==> src/rtl/pswd_change_writer.sv <==
// pswd_change_writer
//   Write side of the credential store. An authenticated user requests a
//   password change, types the new DIGITS-digit hex password twice, and on a
//   match a single WrReq/WrAck write of {WrID, WrData} is issued.
//
//   Optional feature macro: PSWD_CHANGE_LOCKOUT_EN adds a Locked output that
//   blocks further change requests after three mismatches until logout.
//
// Ports
//   Clk, Reset (async, active-low)
//   Successful, PlayerID           authentication status and user ID
//   InputSwitches, EnterPswd       hex digit and its enter pulse
//   LogOutPulse, ChangeReq         logout and change-request pulses
//   WrAck / WrReq, WrID, WrData    write handshake to the credential store
//   Busy, Stage, DigitCount        progress for the prompt display
//   Done, Mismatch, Aborted, Denied  single-cycle status pulses
//   Locked                         (lockout builds only)
module pswd_change_writer #(
  parameter int unsigned DIGITS         = 6,
  parameter int unsigned TIMEOUT_CYCLES = 50_000_000,
  parameter logic [4:0]  GUEST_ID       = 5'd31
) (
  input  logic                  Clk,
  input  logic                  Reset,
  input  logic                  Successful,
  input  logic [4:0]            PlayerID,
  input  logic [3:0]            InputSwitches,
  input  logic                  EnterPswd,
  input  logic                  LogOutPulse,
  input  logic                  ChangeReq,
  input  logic                  WrAck,
  output logic                  WrReq,
  output logic [4:0]            WrID,
  output logic [4*DIGITS-1:0]   WrData,
  output logic                  Busy,
  output logic [1:0]            Stage,
  output logic [2:0]            DigitCount,
  output logic                  Done,
  output logic                  Mismatch,
  output logic                  Aborted,
  output logic                  Denied
`ifdef PSWD_CHANGE_LOCKOUT_EN
  ,
  output logic                  Locked
`endif
);

  localparam int unsigned DW = 4 * DIGITS;
  localparam int unsigned TW = $clog2(TIMEOUT_CYCLES + 1);
  localparam logic [TW-1:0] TMAX  = TW'(TIMEOUT_CYCLES);
  localparam logic [2:0]    DLAST = 3'(DIGITS - 1);
  localparam logic [2:0]    DFULL = 3'(DIGITS);

  typedef enum logic [2:0] {
    S_IDLE, S_ENTER1, S_ENTER2, S_COMPARE, S_WRITE
  } state_e;

  state_e        state_q, state_d;
  logic [DW-1:0] buf1_q, buf1_d, buf2_q, buf2_d, wr_data_q, wr_data_d;
  logic [2:0]    cnt_q, cnt_d;
  logic [TW-1:0] timer_q, timer_d;
  logic [4:0]    wr_id_q, wr_id_d;
  logic          wr_req_q, wr_req_d;
  logic          done_q, done_d, mism_q, mism_d, abrt_q, abrt_d, deny_q, deny_d;
  logic          locked;
  logic          abort;

`ifdef PSWD_CHANGE_LOCKOUT_EN
  logic [1:0] mm_cnt_q, mm_cnt_d;
  assign locked = (mm_cnt_q == 2'd3);
  assign Locked = locked;
`else
  assign locked = 1'b0;
`endif

  // State register
  always_ff @(posedge Clk or negedge Reset) begin
    if (!Reset) begin
      state_q   <= S_IDLE;
      buf1_q    <= '0;
      buf2_q    <= '0;
      wr_data_q <= '0;
      cnt_q     <= '0;
      timer_q   <= '0;
      wr_id_q   <= '0;
      wr_req_q  <= 1'b0;
      done_q    <= 1'b0;
      mism_q    <= 1'b0;
      abrt_q    <= 1'b0;
      deny_q    <= 1'b0;
`ifdef PSWD_CHANGE_LOCKOUT_EN
      mm_cnt_q  <= '0;
`endif
    end else begin
      state_q   <= state_d;
      buf1_q    <= buf1_d;
      buf2_q    <= buf2_d;
      wr_data_q <= wr_data_d;
      cnt_q     <= cnt_d;
      timer_q   <= timer_d;
      wr_id_q   <= wr_id_d;
      wr_req_q  <= wr_req_d;
      done_q    <= done_d;
      mism_q    <= mism_d;
      abrt_q    <= abrt_d;
      deny_q    <= deny_d;
`ifdef PSWD_CHANGE_LOCKOUT_EN
      mm_cnt_q  <= mm_cnt_d;
`endif
    end
  end

  // The timeout term only matters while digits are being entered; in
  // COMPARE the timer is already cleared.
  assign abort = LogOutPulse || !Successful ||
                 (((state_q == S_ENTER1) || (state_q == S_ENTER2)) && (timer_q == TMAX));

  // Next-state and datapath
  always_comb begin
    state_d   = state_q;
    buf1_d    = buf1_q;
    buf2_d    = buf2_q;
    wr_data_d = wr_data_q;
    cnt_d     = cnt_q;
    timer_d   = '0;
    wr_id_d   = wr_id_q;
    wr_req_d  = wr_req_q;
    done_d    = 1'b0;
    mism_d    = 1'b0;
    abrt_d    = 1'b0;
    deny_d    = 1'b0;
    unique case (state_q)
      S_IDLE: begin
        if (ChangeReq) begin
          if (Successful && (PlayerID != GUEST_ID) && !locked) begin
            wr_id_d = PlayerID;
            buf1_d  = '0;
            buf2_d  = '0;
            cnt_d   = '0;
            state_d = S_ENTER1;
          end else begin
            deny_d = 1'b1;
          end
        end
      end
      S_ENTER1, S_ENTER2: begin
        if (abort) begin
          abrt_d  = 1'b1;
          buf1_d  = '0;
          buf2_d  = '0;
          cnt_d   = '0;
          state_d = S_IDLE;
        end else if (EnterPswd) begin
          if (state_q == S_ENTER1) buf1_d = {buf1_q[DW-5:0], InputSwitches};
          else                     buf2_d = {buf2_q[DW-5:0], InputSwitches};
          if (cnt_q == DLAST) begin
            cnt_d   = (state_q == S_ENTER1) ? 3'd0 : DFULL;
            state_d = (state_q == S_ENTER1) ? S_ENTER2 : S_COMPARE;
          end else begin
            cnt_d = cnt_q + 3'd1;
          end
        end else begin
          timer_d = (timer_q == TMAX) ? timer_q : timer_q + 1'b1;
        end
      end
      S_COMPARE: begin
        if (abort) begin
          abrt_d  = 1'b1;
          buf1_d  = '0;
          buf2_d  = '0;
          cnt_d   = '0;
          state_d = S_IDLE;
        end else if (buf1_q == buf2_q) begin
          wr_data_d = buf1_q;
          wr_req_d  = 1'b1;
          state_d   = S_WRITE;
        end else begin
          mism_d  = 1'b1;
          buf1_d  = '0;
          buf2_d  = '0;
          cnt_d   = '0;
          state_d = S_IDLE;
        end
      end
      S_WRITE: begin
        if (WrAck) begin
          wr_req_d = 1'b0;
          done_d   = 1'b1;
          buf1_d   = '0;
          buf2_d   = '0;
          cnt_d    = '0;
          state_d  = S_IDLE;
        end
      end
      default: state_d = S_IDLE;
    endcase
`ifdef PSWD_CHANGE_LOCKOUT_EN
    mm_cnt_d = mm_cnt_q;
    if (LogOutPulse || done_d)            mm_cnt_d = '0;
    else if (mism_d && mm_cnt_q != 2'd3)  mm_cnt_d = mm_cnt_q + 2'd1;
`endif
  end

  // Outputs
  always_comb begin
    Busy       = (state_q != S_IDLE);
    unique case (state_q)
      S_IDLE:   Stage = 2'd0;
      S_ENTER1: Stage = 2'd1;
      S_ENTER2: Stage = 2'd2;
      default:  Stage = 2'd3;
    endcase
    WrReq      = wr_req_q;
    WrID       = wr_id_q;
    WrData     = wr_data_q;
    DigitCount = cnt_q;
    Done       = done_q;
    Mismatch   = mism_q;
    Aborted    = abrt_q;
    Denied     = deny_q;
  end

endmodule

==> config.mk <==
export PLATFORM = sky130hd
export DESIGN_NAME = pswd_change_writer
export DESIGN_NICKNAME = d
export VERILOG_FILES = /design/src/rtl/pswd_change_writer.sv
export SDC_FILE = /design/constraint.sdc
export NUM_CORES = 1
export LEC_CHECK = 0
export ABC_AREA = 1
export CAP_MARGIN = 25
export CORE_UTILIZATION = 50
export CTS_BUF_LIST = sky130_fd_sc_hd__clkbuf_8
export DETAILED_ROUTE_END_ITERATION = 6
export PLACE_DENSITY_LB_ADDON = 0.1
export SYNTH_ARGS = -nofsm -noshare
export SYNTH_HDL_FRONTEND = slang
export SYNTH_SLANG_ARGS = --single-unit
==> constraint.sdc <==
create_clock -name Clk -period 1.6 [get_ports Clk]
set_input_delay 0.32 -clock Clk [delete_from_list [all_inputs] [get_ports Clk]]
set_output_delay 0.32 -clock Clk [all_outputs]
set_load 0.005 [all_outputs]
==> flow_metrics.env <==
export IMPL_grt_setup_unrepaired="true"
export IMPL_die_h_um=112.6
export IMPL_status="complete, but fails checks"
export IMPL_ir_drop_v=0.001197
export IMPL_gr_total_overflow=0
export IMPL_fmax_mhz=507.9
export IMPL_worst_path_most_repeated_cell="nand2_1"
export IMPL_drtIter0Drc=583
export IMPL_gp_congestion=0.9019
export IMPL_path_clk_slew_ns=0.08
export IMPL_fin_util=0.7940
export IMPL_yosysSeqAreaShare=0.4661
export IMPL_dieArea_mm2=0.01269
export IMPL_fin_tns_setup_ns=-24.00
export IMPL_row_count=40
export IMPL_ys_ff_latch=114
export IMPL_worstPathArrival_ns=2.31
export IMPL_p_int_mw=6.765
export IMPL_synth_area_leaders="dfrtp_1 (47%), nand2_1 (18%), nor2_1 (7.5%), inv_1 (6.6%), nand4_1 (3.8%)"
export IMPL_synthesis_instances=835
export IMPL_cts_tree="built"
export IMPL_grt_pass1_vias=5905
export IMPL_power_density_mw_per_mm2=1211
export IMPL_cap_violations=0
export IMPL_io_pins=56
export IMPL_cpPeakStageDelay_ns=0.41
export IMPL_p_comb_frac=0.512
export IMPL_slew_headroom=0.7286
export IMPL_power_frac_clock=0.201
export IMPL_clock_path_buffers=2
export IMPL_slowest_stage="dfrtp_1"
export IMPL_yosys_warnings=0
export IMPL_antenna_found_initial=0
export IMPL_final_nets=1107
export IMPL_final_common_cell="nand2_1"
export IMPL_syn_area_mm2=0.006121
export IMPL_cp_required_ns=1.94
export IMPL_p_sw_mw=4.740
export IMPL_failed_checks="negative setup slack"
export IMPL_hold_viol=0
export IMPL_num_antenna_cells=0
export IMPL_synth_top_area_share=0.4661
export IMPL_yosysTopAreaCell="dfrtp_1"
export IMPL_initial_core_util=0.5117
export IMPL_grt_max_degree=45
export IMPL_fin_ws_ns=-0.3688
export IMPL_worst_skew_pair_late_latency_ns=0.45
export IMPL_viasPerCell=5.385
export IMPL_die_width_um=112.6
export IMPL_path_max_fanout=6
export IMPL_hpwl_um=10810
export IMPL_cp_cell_sequence="inv_1 > nand2_1 > nand2_1 > nor2_1 > nand2_1 > nor2_4 > nand3_4 > nor2_4 > nor2_4 > clkbuf_16 > nand3_4 > nand2_1 > nand2_1"
export IMPL_post_dp_cell_area_mm2=0.007949
export IMPL_port_buffers=55
export IMPL_min_period_ns=1.969
export IMPL_p_seq_frac=0.288
export IMPL_vias=6715
export IMPL_dr_pass1_iters=6
export IMPL_setup_worst_path_start_class="register"
export IMPL_cts_made_buffers=17
export IMPL_swShare=0.4120
export IMPL_endpoint_kind="register"
export IMPL_worstMarginPinSlew_ns=0.4070
export IMPL_drc=0
export IMPL_syn_nets=855
export IMPL_layout_common_cells="nand2_1 (242), buf_4 (159), dfrtp_1 (112)"
export IMPL_final_area_mm2=0.009498
export IMPL_grt_util_all_layers=0.2864
export IMPL_skew_ns=0.01772
export IMPL_post_route_period_util=1.230
export IMPL_coreArea_mm2=0.01196
export IMPL_setup_violations_final=108
export IMPL_area_growth_pct=55.17
export IMPL_cts_sinks=114
export IMPL_ant_nets=0
export IMPL_holdWs_ns=0.3493
export IMPL_drv_slew=0
export IMPL_min_path_type="input port to async pin"
export IMPL_synth_avg_cell_area_um2=7.330
export IMPL_htree_levels=4
export IMPL_synth_distinct_cells=32
export IMPL_layout_drive_gt1_share=0.3573
export IMPL_dp_slack_ns=-0.4473
export IMPL_grt_pass1_wl_um=28090
export IMPL_root_buffer="clkbuf_8"
export IMPL_leakage_nw=4.953
export IMPL_wl_per_cell_um=17.14
export IMPL_wl_um=21370
export IMPL_path_class="register to register"
cell families (layout without fill, tap and decap cells):
group,count (synthesis),after routing,synth area share
adders and majority gates,4,4,0.008177
xor gates and xnor gates,17,17,0.02432
buffers and inverters,141,400,0.09853
and+or+nand+nor,512,518,0.3600
AOI/OAI and AO/OA,43,43,0.03557
DFF,114,114,0.4661
muxes,4,4,0.007358
layout make-up:
cell class                 count  area [um2]
multi-input combinational    586        3291
timing repair inverter         1       16.27
clock inverter                12       52.55
clock buffer                  20       275.3
inverter                     117       469.2
fill                         779        2464
timing repair buffer         250        2355
tap                          147       183.9
sequential                   114        2855
metal layers:
layer | wire, um | global-route usage | vias to the layer above | part of all wire
met1 | 8267 | 0.3746 | 3152 | 0.39
met4 | 914 | 0.1084 | 0 | 0.043
li1 | - | - | 3100 | -
met2 | 10030 | 0.4634 | 365 | 0.47
met5 | 0 | 0 | - | 0
met3 | 2159 | 0.06695 | 98 | 0.10
cells in the mapped netlist (all sizes together):
library cell and count:
nand3 22, mux2 4, nor2 134, ha 4
o21ai 37, nand2 302, o21a 1, dfrtp 114
nand4 38, clkbuf 3, a21oi 5, clkinv 1
xor2 10, buf 21, nor3 12, xnor2 7
inv 116, nor4 4
what timing repair did:
action | in CTS | in global routing
hold buffers | 1 | 0
endpoints found under the setup margin | 144 | 114
setup buffers | 7 | 24
cloned | 6 | 16
gates resized for setup | 114 | 140
pin swaps | 15 | 38
hold endpoints to repair | 27 | 0
power groups by stage:
stage / Sequential [mW] / Combinational, mW / Clock, mW
detailed placement: 3.31 / 3.53 / 0
global route: 3.33 / 6.06 / 2.44
finish: 3.31 / 5.89 / 2.31
floorplan: 3.31 / 1.90 / 0
CTS: 3.26 / 4.26 / 2.33
global placement: 3.30 / 3.48 / 0
critical path: cells and delay by family, from the launching register on:
| family | cells | cell delay [ns] |
|---|---|---|
| and+or+nand+nor | 11 | 1.10 |
| buffers and inverters | 2 | 0.33 |
| DFF | 1 | 0.41 |
state kept, by name, summed over array words and instances, names as in the netlist:
name and cells:
Aborted 1, Denied 1, DigitCount 3, Done 1
Mismatch 1, WrData 24, WrID 5, WrReq 1
buf1_q 24, buf2_q 24, state_q 3, timer_q 26
path summary, 6_finish.rpt:
check / from / to / slack [ns] / cells after the start
max: buf1_q[15] / buf1_q[7] / -0.37 / 13
min: Reset / timer_q[14] / 0.35 / 2
max reg2reg: buf1_q[15] / buf1_q[7] / -0.37 / 13
min reg2reg: WrData[3] / WrData[3] / 0.48 / 2
max in group asynchronous: Reset / buf2_q[11] / 0.66 / 3
min in group Clk: PlayerID[4] / WrID[4] / 0.45 / 3
stage by stage:
| stage | std cells | power, mW |
|---|---|---|
| floorplan | 835 | 5.208 |
| global placement | 1164 | 6.783 |
| detailed placement | 1164 | 6.845 |
| CTS | 1209 | 9.858 |
| global route | 1247 | 11.83 |
| finish | 1247 | 11.50 |
No activity file was read; power rests on OpenSTA's default activity.
